$ cat src/rtl/uart_cmd_sched_pkg.sv
// Shared types and constants for the serial command-frame scheduler.
// Holds FSM states, opcodes, status codes and the frame check helper.
package uart_cmd_sched_pkg;

   typedef enum logic [3:0] {
      S_HUNT,
      S_CMD,
      S_LENH,
      S_LENL,
      S_CSUM,
      S_ISSUE,
      S_WAIT,
      S_ACK,
      S_NAK
   } state_t;

   localparam logic [7:0] OP_LOOP   = 8'h01;
   localparam logic [7:0] OP_SDINIT = 8'h02;

   localparam logic [7:0] ST_GO = 8'h00;
   localparam logic [7:0] ST_E1 = 8'hE1;
   localparam logic [7:0] ST_E2 = 8'hE2;
   localparam logic [7:0] ST_E3 = 8'hE3;
   localparam logic [7:0] ST_E4 = 8'hE4;

   // ST_GO means the frame may be issued; otherwise the NAK code.
   function automatic logic [7:0] frame_status(
      input logic [7:0]  cmd,
      input logic [15:0] len,
      input logic [7:0]  csum
   );
      if (csum != (cmd ^ len[15:8] ^ len[7:0]))
         return ST_E1;
      if (cmd != OP_LOOP && cmd != OP_SDINIT)
         return ST_E2;
      if (cmd == OP_LOOP && len == 16'h0000)
         return ST_E2;
      return ST_GO;
   endfunction

endpackage

$ cat src/rtl/uart_cmd_sched_if.sv
// Status-byte channel: valid/ready handshake carrying one byte.
// master: ack_valid, ack_data out, ack_ready in; slave: the reverse.
interface uart_cmd_sched_if;

   logic       ack_valid;
   logic [7:0] ack_data;
   logic       ack_ready;

   modport master (
      output ack_valid,
      output ack_data,
      input  ack_ready
   );

   modport slave (
      input  ack_valid,
      input  ack_data,
      output ack_ready
   );

endinterface

$ cat src/rtl/uart_cmd_sched_timer.sv
// sched_timer: W-bit up-counter with clear, enable and limit compare.
// Ports: clk, rst_n, clr_i, en_i in; exp_o high while count == LIMIT.
module sched_timer #(
   parameter int unsigned W     = 32,
   parameter int unsigned LIMIT = 50000
) (
   input  logic clk,
   input  logic rst_n,
   input  logic clr_i,
   input  logic en_i,
   output logic exp_o
);

   localparam logic [W-1:0] LIM = W'(LIMIT);

   logic [W-1:0] cnt_q;
   logic [W-1:0] cnt_d;

   assign exp_o = (cnt_q == LIM);

   // Parks at the limit so expiry stays asserted until cleared.
   always_comb begin
      cnt_d = cnt_q;
      if (clr_i)
         cnt_d = '0;
      else if (en_i && !exp_o)
         cnt_d = cnt_q + W'(1);
   end

   always_ff @(posedge clk or negedge rst_n) begin
      if (!rst_n)
         cnt_q <= '0;
      else
         cnt_q <= cnt_d;
   end

endmodule

$ cat src/rtl/uart_cmd_sched.sv
// uart_cmd_sched: parses HDR/CMD/LEN_H/LEN_L/CSUM frames from the UART,
// issues opcode+length to the sequencer, waits for done, returns status.
// Ports: clk, rst_n, rx_data/rx_valid in; cmd_out/len_out out;
// ctrl_done in; ack (status channel, master); sched_busy, drop_cnt out.
module uart_cmd_sched
   import uart_cmd_sched_pkg::*;
#(
   parameter logic [7:0]  HDR     = 8'hA5,
   parameter logic [7:0]  ACK_OK  = 8'h5A,
   parameter int unsigned BYTE_TO = 50000,
   parameter int unsigned EXEC_TO = 100000000,
   parameter int unsigned TO_W    = 32
) (
   input  logic             clk,
   input  logic             rst_n,
   input  logic [7:0]       rx_data,
   input  logic             rx_valid,
   output logic [7:0]       cmd_out,
   output logic [15:0]      len_out,
   input  logic             ctrl_done,
   uart_cmd_sched_if.master ack,
   output logic             sched_busy,
   output logic [7:0]       drop_cnt
);

   state_t      state_q;
   logic [7:0]  fcmd_q;
   logic [7:0]  flenh_q;
   logic [7:0]  flenl_q;
   logic [7:0]  cmd_q;
   logic [15:0] len_q;
   logic        ack_vld_q;
   logic [7:0]  ack_data_q;
   logic        busy_q;
   logic        done_q;
   logic [7:0]  drop_q;

   logic        in_frame;
   logic        drop_st;
   logic        done_rise;
   logic        byte_exp;
   logic        exec_exp;
   logic [7:0]  fstat;

   assign in_frame  = state_q inside {S_CMD, S_LENH, S_LENL, S_CSUM};
   assign drop_st   = state_q inside {S_ISSUE, S_WAIT, S_ACK, S_NAK};
   assign done_rise = ctrl_done & ~done_q;
   assign fstat     = frame_status(fcmd_q, {flenh_q, flenl_q}, rx_data);

   sched_timer #(
      .W     (TO_W),
      .LIMIT (BYTE_TO)
   ) u_byte_to (
      .clk   (clk),
      .rst_n (rst_n),
      .clr_i (!in_frame || rx_valid),
      .en_i  (in_frame),
      .exp_o (byte_exp)
   );

   sched_timer #(
      .W     (TO_W),
      .LIMIT (EXEC_TO)
   ) u_exec_to (
      .clk   (clk),
      .rst_n (rst_n),
      .clr_i (state_q != S_WAIT),
      .en_i  (state_q == S_WAIT),
      .exp_o (exec_exp)
   );

   always_ff @(posedge clk or negedge rst_n) begin
      if (!rst_n) begin
         state_q    <= S_HUNT;
         fcmd_q     <= '0;
         flenh_q    <= '0;
         flenl_q    <= '0;
         cmd_q      <= '0;
         len_q      <= '0;
         ack_vld_q  <= 1'b0;
         ack_data_q <= '0;
         busy_q     <= 1'b0;
         done_q     <= 1'b0;
         drop_q     <= '0;
      end else begin
         done_q <= ctrl_done;
         if (rx_valid && drop_st && drop_q != 8'hFF)
            drop_q <= drop_q + 8'd1;
         // A byte landing on the expiry cycle wins over the timeout.
         if (in_frame && !rx_valid && byte_exp) begin
            state_q    <= S_NAK;
            ack_vld_q  <= 1'b1;
            ack_data_q <= ST_E4;
         end else begin
            unique case (state_q)
               S_HUNT:
                  if (rx_valid && rx_data == HDR) begin
                     state_q <= S_CMD;
                     busy_q  <= 1'b1;
                  end
               S_CMD:
                  if (rx_valid) begin
                     fcmd_q  <= rx_data;
                     state_q <= S_LENH;
                  end
               S_LENH:
                  if (rx_valid) begin
                     flenh_q <= rx_data;
                     state_q <= S_LENL;
                  end
               S_LENL:
                  if (rx_valid) begin
                     flenl_q <= rx_data;
                     state_q <= S_CSUM;
                  end
               S_CSUM:
                  if (rx_valid) begin
                     if (fstat == ST_GO) begin
                        state_q <= S_ISSUE;
                        cmd_q   <= fcmd_q;
                        len_q   <= {flenh_q, flenl_q};
                     end else begin
                        state_q    <= S_NAK;
                        ack_vld_q  <= 1'b1;
                        ack_data_q <= fstat;
                     end
                  end
               S_ISSUE: begin
                  cmd_q   <= '0;
                  state_q <= S_WAIT;
               end
               S_WAIT:
                  if (done_rise) begin
                     state_q    <= S_ACK;
                     ack_vld_q  <= 1'b1;
                     ack_data_q <= ACK_OK;
                  end else if (exec_exp) begin
                     state_q    <= S_NAK;
                     ack_vld_q  <= 1'b1;
                     ack_data_q <= ST_E3;
                  end
               S_ACK, S_NAK:
                  if (ack.ack_ready) begin
                     ack_vld_q <= 1'b0;
                     state_q   <= S_HUNT;
                     busy_q    <= 1'b0;
                  end
               default:
                  state_q <= S_HUNT;
            endcase
         end
      end
   end

   assign cmd_out       = cmd_q;
   assign len_out       = len_q;
   assign ack.ack_valid = ack_vld_q;
   assign ack.ack_data  = ack_data_q;
   assign sched_busy    = busy_q;
   assign drop_cnt      = drop_q;

endmodule

$ cat src/flat_wrapper.sv
// flat-port wrapper written by rule: the top's interface ports become plain ports
module uart_cmd_sched_flat import uart_cmd_sched_pkg::*;
#(
   parameter logic [7:0]  HDR     = 8'hA5,
   parameter logic [7:0]  ACK_OK  = 8'h5A,
   parameter int unsigned BYTE_TO = 50000,
   parameter int unsigned EXEC_TO = 100000000,
   parameter int unsigned TO_W    = 32
)
  (clk, rst_n, rx_data, rx_valid, cmd_out, len_out, ctrl_done, sched_busy, drop_cnt, ack_ack_valid, ack_ack_data, ack_ack_ready);
  uart_cmd_sched_if ack_i ();
  input  logic clk;
  input  logic rst_n;
  input  logic [7:0] rx_data;
  input  logic rx_valid;
  output logic [7:0] cmd_out;
  output logic [15:0] len_out;
  input  logic ctrl_done;
  output logic sched_busy;
  output logic [7:0] drop_cnt;
  output wire logic [$bits(ack_i.ack_valid)-1:0] ack_ack_valid;
  output wire logic [$bits(ack_i.ack_data)-1:0] ack_ack_data;
  input wire logic [$bits(ack_i.ack_ready)-1:0] ack_ack_ready;
  assign ack_ack_valid = ack_i.ack_valid;
  assign ack_ack_data = ack_i.ack_data;
  assign ack_i.ack_ready = ack_ack_ready;
  uart_cmd_sched #(.HDR(HDR), .ACK_OK(ACK_OK), .BYTE_TO(BYTE_TO), .EXEC_TO(EXEC_TO), .TO_W(TO_W)) u_core (.clk(clk), .rst_n(rst_n), .rx_data(rx_data), .rx_valid(rx_valid), .cmd_out(cmd_out), .len_out(len_out), .ctrl_done(ctrl_done), .ack(ack_i), .sched_busy(sched_busy), .drop_cnt(drop_cnt));
endmodule
$ cat config.mk
export PLATFORM = sky130hd
export DESIGN_NAME = uart_cmd_sched_flat
export DESIGN_NICKNAME = d
export VERILOG_FILES = /design/src/rtl/uart_cmd_sched_pkg.sv /design/src/rtl/uart_cmd_sched_if.sv /design/src/rtl/uart_cmd_sched_timer.sv /design/src/rtl/uart_cmd_sched.sv /design/src/flat_wrapper.sv
export SDC_FILE = /design/constraint.sdc
export NUM_CORES = 1
export LEC_CHECK = 0
export CAP_MARGIN = 20
export CORE_MARGIN = 5
export CORE_UTILIZATION = 35
export DETAILED_ROUTE_END_ITERATION = 16
export HOLD_SLACK_MARGIN = 0.02
export SYNTH_ARGS = -nofsm -noshare
export SYNTH_HDL_FRONTEND = slang
export SYNTH_SLANG_ARGS = --single-unit
$ cat constraint.sdc
create_clock -name clk -period 2.4 [get_ports clk]
set_input_delay 0.72 -clock clk [delete_from_list [all_inputs] [get_ports clk]]
set_output_delay 0.72 -clock clk [all_outputs]
set_load 0.02 [all_outputs]
-- Word-level counts from Yosys, hierarchy flattened
Cells that the tools add are included.
- bits in registers: 135
- latch bits: 0
- bits in writable memories: 0
- bits in read-only memories: 0
- input bits: 13
- output and inout port bits: 42
- logic and storage cells: 130
- memories kept: 0
- add/sub/neg operators: 3
- $mul: 0
- divide/modulo/power cells: 0
- $lt $le $gt $ge: 0
- equal/unequal tests: 29
- shift operators: 0
- mux-type cells: 45
- bitwise gates (word level): 5
- reduce and logical (&&, ||, !) cells: 35
- operators by type and width (kind ; number):
    $mux 32 ; 4
    $mux 8 ; 13
    $add 32x1->32 const B ; 2
    $mux 4 ; 10
    $eq 32x16->1 const B ; 1
    $eq 32x27->1 const B ; 1
    $pmux 4 s8 ; 1
    $pmux 8 s2 ; 2
    $eq 4x3->1 const B ; 4
    $logic_not 16->1 ; 1
    $reduce_and 4->1 ; 4
    $xor 8x8->8 ; 2
    $ne 3x3->1 const B ; 5
    $mux 1 ; 13
    $reduce_bool 4->1 ; 3
    $logic_and 1x1->1 ; 9
    $reduce_and 3->1 ; 3
    $add 8x1->8 const B ; 1
    $eq 4x2->1 const B ; 2
    $eq 8x1->1 const B ; 1
    $eq 8x8->1 const B ; 1
    $logic_not 8->1 ; 1
    $ne 8x1->1 const B ; 1
    $ne 8x2->1 const B ; 1
    other kinds (22) ; 31

-- Longest topological paths before layout
- depth after elaboration: 15
- gate-level depth with buffers: 8
- mapped depth without buffers: 8

-- Modules after synthesis
A second synthesis with hierarchy kept.
- cells, all modules: 689
- area total of the unflattened synthesis: 7199.4 sq um
- by module, submodules not included (module ; instances ; cells an instance ; area each (sq um) ; sequential area each (sq um)):
    uart_cmd_sched ; 1 ; 288 ; 3310.7 ; 1726.7
    sched_timer (u_core.u_exec_to) ; 1 ; 201 ; 2004.4 ; 800.8
    sched_timer (u_core.u_byte_to) ; 1 ; 200 ; 1884.3 ; 800.8

-- Worst setup path before layout
No wires, ideal clock.
- path kind: input-to-reg
- start point: in rx_data[2]
- end point: reg u_core.len_q[10] (netlist: u_core.len_out[10])
- setup time: 0.125 ns
- arrival: 2.171 ns
- slack: 0.104 ns
- stages: 7
- path buffers: 1
- path through: xnor2_1 > xnor2_1 > nand4_1 > nor4_4 > nand2_4 > buf_6 > mux2_4
- longest elaborated chain between the ends: 5
- ends and longest elaborated chain (what ; line ; RTL):
    start, declared ; flat_wrapper.sv:14 ; input logic [7:0] rx_data;
    $ne 8x8->1 ; uart_cmd_sched_pkg.sv:32 ; if (csum != (cmd ^ len[15:8] ^ len[7:0]))
    $mux 1 ; uart_cmd_sched_pkg.sv:32 ;
    $mux 8 ; uart_cmd_sched_pkg.sv:34 ; if (cmd != OP_LOOP && cmd != OP_SDINIT)
    $logic_not 8->1 ; uart_cmd_sched.sv:118 ; if (fstat == ST_GO) begin
    $reduce_and 4->1 (no source line) ; -- ;
    end signal, assigned ; uart_cmd_sched.sv:121 ; len_q <= {flenh_q, flenl_q};
    end, declared ; uart_cmd_sched.sv:31 ; logic [15:0] len_q;
No other way between the ends.
A chain may end at the register's enable or synchronous reset.

-- Worst setup path in the final report
- start point: reg u_core.fcmd_q[4]
- end point: reg u_core.len_q[6] (netlist: u_core.len_out[6])
- longest elaborated chain between the ends: 10
- elaborated cells on any way between the ends: 21
- classes of those cells: eq/ne: 4; mux: 11; bitwise: 2; reduce/logical: 4
- ends and longest elaborated chain (what ; line ; RTL):
    start, declared ; uart_cmd_sched.sv:27 ; logic [7:0] fcmd_q;
    start signal, assigned ; uart_cmd_sched.sv:103 ; fcmd_q <= rx_data;
    $eq 8x1->1 ; uart_cmd_sched_pkg.sv:36 ; if (cmd == OP_LOOP && len == 16'h0000)
    $logic_and 1x1->1 ; uart_cmd_sched_pkg.sv:36 ;
    $mux 1 (2 in a row) ; uart_cmd_sched_pkg.sv:36 ;
    $mux 1 ; uart_cmd_sched_pkg.sv:34 ;
    $mux 8 ; uart_cmd_sched_pkg.sv:38 ; return ST_GO;
    $mux 8 ; uart_cmd_sched_pkg.sv:36 ;
    $mux 8 (*) ; uart_cmd_sched_pkg.sv:34 ;
    $logic_not 8->1 (*) ; uart_cmd_sched.sv:118 ;
    $reduce_and 4->1 (no source line) (*) ; -- ;
Mark *: on every way between the ends. The rest lies on a longest branch, timed or not. The select of a mux whose other input is x is not followed.

==> impl_metrics.json <==
{
  "status": "complete, no violations",
  "synthSimpleGateAreaFrac_pct": 20.2,
  "worst-path-max-fanout": 16,
  "routabilityCongestion": 0.833,
  "critical_path.top_delay_family": "simple AND/OR/NAND/NOR gates",
  "slowest_stage": "or4_4",
  "synth_edf_count": 0,
  "ys.flop_type": "dfrtp_1",
  "io_pins": 55,
  "p_leak_nw": 3.51,
  "coreArea_um2": 18000,
  "path_depth": 7,
  "slew_violations": 0,
  "synth_xor_area_share_pct": 12.2,
  "r2r-end": "u_core.len_out[6]",
  "synth_cells": 591,
  "dr.first_iter.drc_count": 240,
  "cts_htree_levels": 4,
  "fin_crit_sh_pct": 96.3,
  "post_dp_cell_area_um2": 7530,
  "grt_pass1_vias": 4927,
  "path_cells": "or4_4, nor3_4, o21ai_2, nor4_4, nand2_4, buf_12, mux2_4",
  "synth_area_leaders": "dfrtp_1 (52%), xnor2_1 (6.4%), xor2_1 (5.7%), mux2_2 (5.4%), nor2_1 (4.3%)",
  "r2r_slack_ns": 0.09,
  "power.density_nw_per_um2": 947,
  "numCtsBuffers": 17,
  "r2r_start": "u_core.fcmd_q[4]",
  "drtAntennaViolNets": 0,
  "cts_tree": "yes",
  "die_h_um": 145,
  "synth_top_family_by_area": "simple AND/OR/NAND/NOR gates",
  "path_buf_inv": 1,
  "crit_required_ns": 2.70,
  "period_minus_slack_ns": 2.31,
  "nFillCells": 1686,
  "fin_area_um2": 8280,
  "rows": 49,
  "reg2reg_depth": 7,
  "clk_pin_slew_worst_paths_ns": 0.06,
  "critPathMaxStageDelay_ns": 0.56,
  "crit_type": "reg -> reg",
  "syn_area_um2": 6410,
  "worst_slew_pin_slew_ns": 0.522,
  "synth-seq-area-share_pct": 51.9,
  "max_clock_freq_ghz": 0.433,
  "dr.pass1.iters": 5,
  "antenna_found_initial": 0,
  "via_count": 4721,
  "finalHoldViolCount": 0,
  "cp-start-kind": "flip-flop",
  "crit_path_start": "u_core.fcmd_q[4]",
  "drt_wl_total_mm": 14.3,
  "io_buffers": 54,
  "relSlewSlack_pct": 65.2,
  "clk_latency_ns": 0.42,
  "fin_skew_ns": 0.00982,
  "start_util_pct": 35.6,
  "grt_pass1_wl_mm": 24.5,
  "cts-root-buf": "clkbuf_16",
  "remaining_drc_errors": 0,
  "syn_nets": 609,
  "via_per_inst": 5.05,
  "holdBufCountCts": 0,
  "cp-end-kind": "flip-flop",
  "regArea_um2": 3330,
  "synth-compound-area-share_pct": 4.35,
  "yosys.area.top_type": "dfrtp_1",
  "nets": 711,
  "dieArea_um2": 21100,
  "diodes": 0,
  "fp.dieW_um": 145,
  "multiInputGateArea_um2": 3050,
  "worstSetupEndpoint": "u_core.len_out[6]",
  "postSynth.asyncResetShare_pct": 100,
  "cts_buffer_depth": 2,
  "track_usage_pct": 13.9,
  "overflow": 0,
  "synthAdderAreaFrac_pct": 0.975,
  "maxCapViolCount": 0,
  "finalSetupTns_ns": 0,
  "synth.distinct_cells": 49,
  "cts_sinks": 133,
  "yosys_warnings": 0,
  "syn2layout_area_growth_pct": 29.1,
  "hpwlAfterDp_mm": 10.1,
  "synth.avg_cell_area_um2": 10.9,
  "avgRoutedWirePerCell_um": 15.3,
  "critPathArrivalTime_ns": 2.61,
  "synth-seq-cells": 133,
  "drive_gt1_share_pct": 20.5,
  "grt_max_degree": 40,
  "hold_path_class": "in -> async",
  "finalSetupViolations": 0,
  "ir_drop_mv": 0.670,
  "synthMuxAreaShare_pct": 8.41,
  "rsz0062_at_grt": "no",
  "synth_top_area_share_pct": 51.9
}
==> flip-flops by register name, indices dropped and copies added, names as in the netlist <==
register	cells
u_core.ack.ack_data	6
u_core.ack.ack_valid	1
u_core.cmd_out	8
u_core.done_q	1
u_core.drop_cnt	8
u_core.fcmd_q	8
u_core.flenh_q	8
u_core.flenl_q	8
u_core.len_out	16
u_core.sched_busy	1
u_core.state_q	4
u_core.u_byte_to.cnt_q	32
u_core.u_exec_to.cnt_q	32
==> worst min-delay path by stage <==
stage / slack [ns] / to / startpoint / cells past startpoint
floorplan: 0.42 / u_core.ack.ack_data[0] / rst_n / 0
global placement: 0.46 / u_core.ack.ack_data[6] / u_core.ack.ack_data[6] / 1
detailed placement: 0.47 / u_core.cmd_out[3] / u_core.cmd_out[3] / 1
CTS: 0.28 / u_core.u_exec_to.cnt_q[18] / rst_n / 1
global route: 0.31 / u_core.u_exec_to.cnt_q[18] / rst_n / 1
finish: 0.28 / u_core.u_exec_to.cnt_q[14] / rst_n / 1
==> routing by layer <==
metal	global-route usage [%]	routed length (um)	up-vias
met4	5.08	251	0
li1	-	-	2273
met3	3.36	521	21
met1	18.7	6860	2340
met5	0	0	-
met2	22.0	6670	87
==> kinds of logic (layout without fill, tap and decap cells) <==
group | after synthesis | after routing
and+or+nand+nor | 246 | 246
DFF | 133 | 133
xor gates and xnor gates | 89 | 89
muxes | 45 | 45
AOI/OAI and AO/OA | 43 | 43
buffers and inverters | 30 | 145
adders and majority gates | 5 | 5
==> cells in the final DEF (no fill, tap or decap), types with 12 or more instances in the layout <==
master and instances:
clkbuf_16 17, nand3_1 33, mux2_2 31, nor3_1 12, dfrtp_1 133, clkdlybuf4s50_1 45, nand4_1 22, buf_4 39
xnor2_1 45, nor2_1 74, nand2_1 30, inv_1 15, nor4_1 12, xor2_1 42
==> through the flow <==
step / power (mW) / util [%] / std cells / setup WS [ns] / hold WS (ns)
floorplan: 4.32 / - / 591 / 0.104 / 0.424
detailed placement: 5.10 / 41.8 / 901 / -0.578 / 0.471
finish: 7.84 / 45.9 / 935 / 0.0881 / 0.277
CTS: 7.87 / 45.5 / 935 / 0.00929 / 0.276
global route: 8.25 / 45.9 / 935 / 0.00443 / 0.315
global placement: 5.06 / 41.8 / 901 / -0.552 / 0.465
==> worst reg2reg max path: cells and delay by family, from the launching register on <==
family	cells	cell delay, ns
muxes	1	0.31
AOI/OAI and AO/OA	1	0.09
buffers and inverters	1	0.18
DFF	1	0.41
and+or+nand+nor	4	1.21
==> synthesized netlist by cell type, drive strengths merged (5+ instances only) <==
cell,instances
ha,5
xor2,42
a21oi,12
clkbuf,9
o21ai,11
inv,15
mux2,41
nand4,22
nor3,17
nor2,74
nor2b,7
nand2,31
nand3,34
and2,7
and4,7
nor4,15
and3,7
xnor2,47
o31ai,7
dfrtp,133
buf,6
or3,6
==> where the power goes <==
part	switching (mW)	internal (mW)
Sequential	0.382	2.58
Clock	1.04	1.67
Combinational	1.05	1.11
Total	2.47	5.37
==> final cells by class <==
type,count,area share (%)
repair buffers,98,11.3
flip-flops and latches,133,40.2
multi-input cells,428,36.9
clock buffers,18,5.30
inverters,15,0.680
well taps,229,3.46
clock inverters,14,2.15
==> repair_timing <==
item / CTS / global route
setup buffers: 2 / 0
pin swaps: 4 / 9
cloned: 0 / 0
setup endpoints to repair: 26 / 27
gates resized for setup: 9 / 16
(Power assumes the default switching activity.)
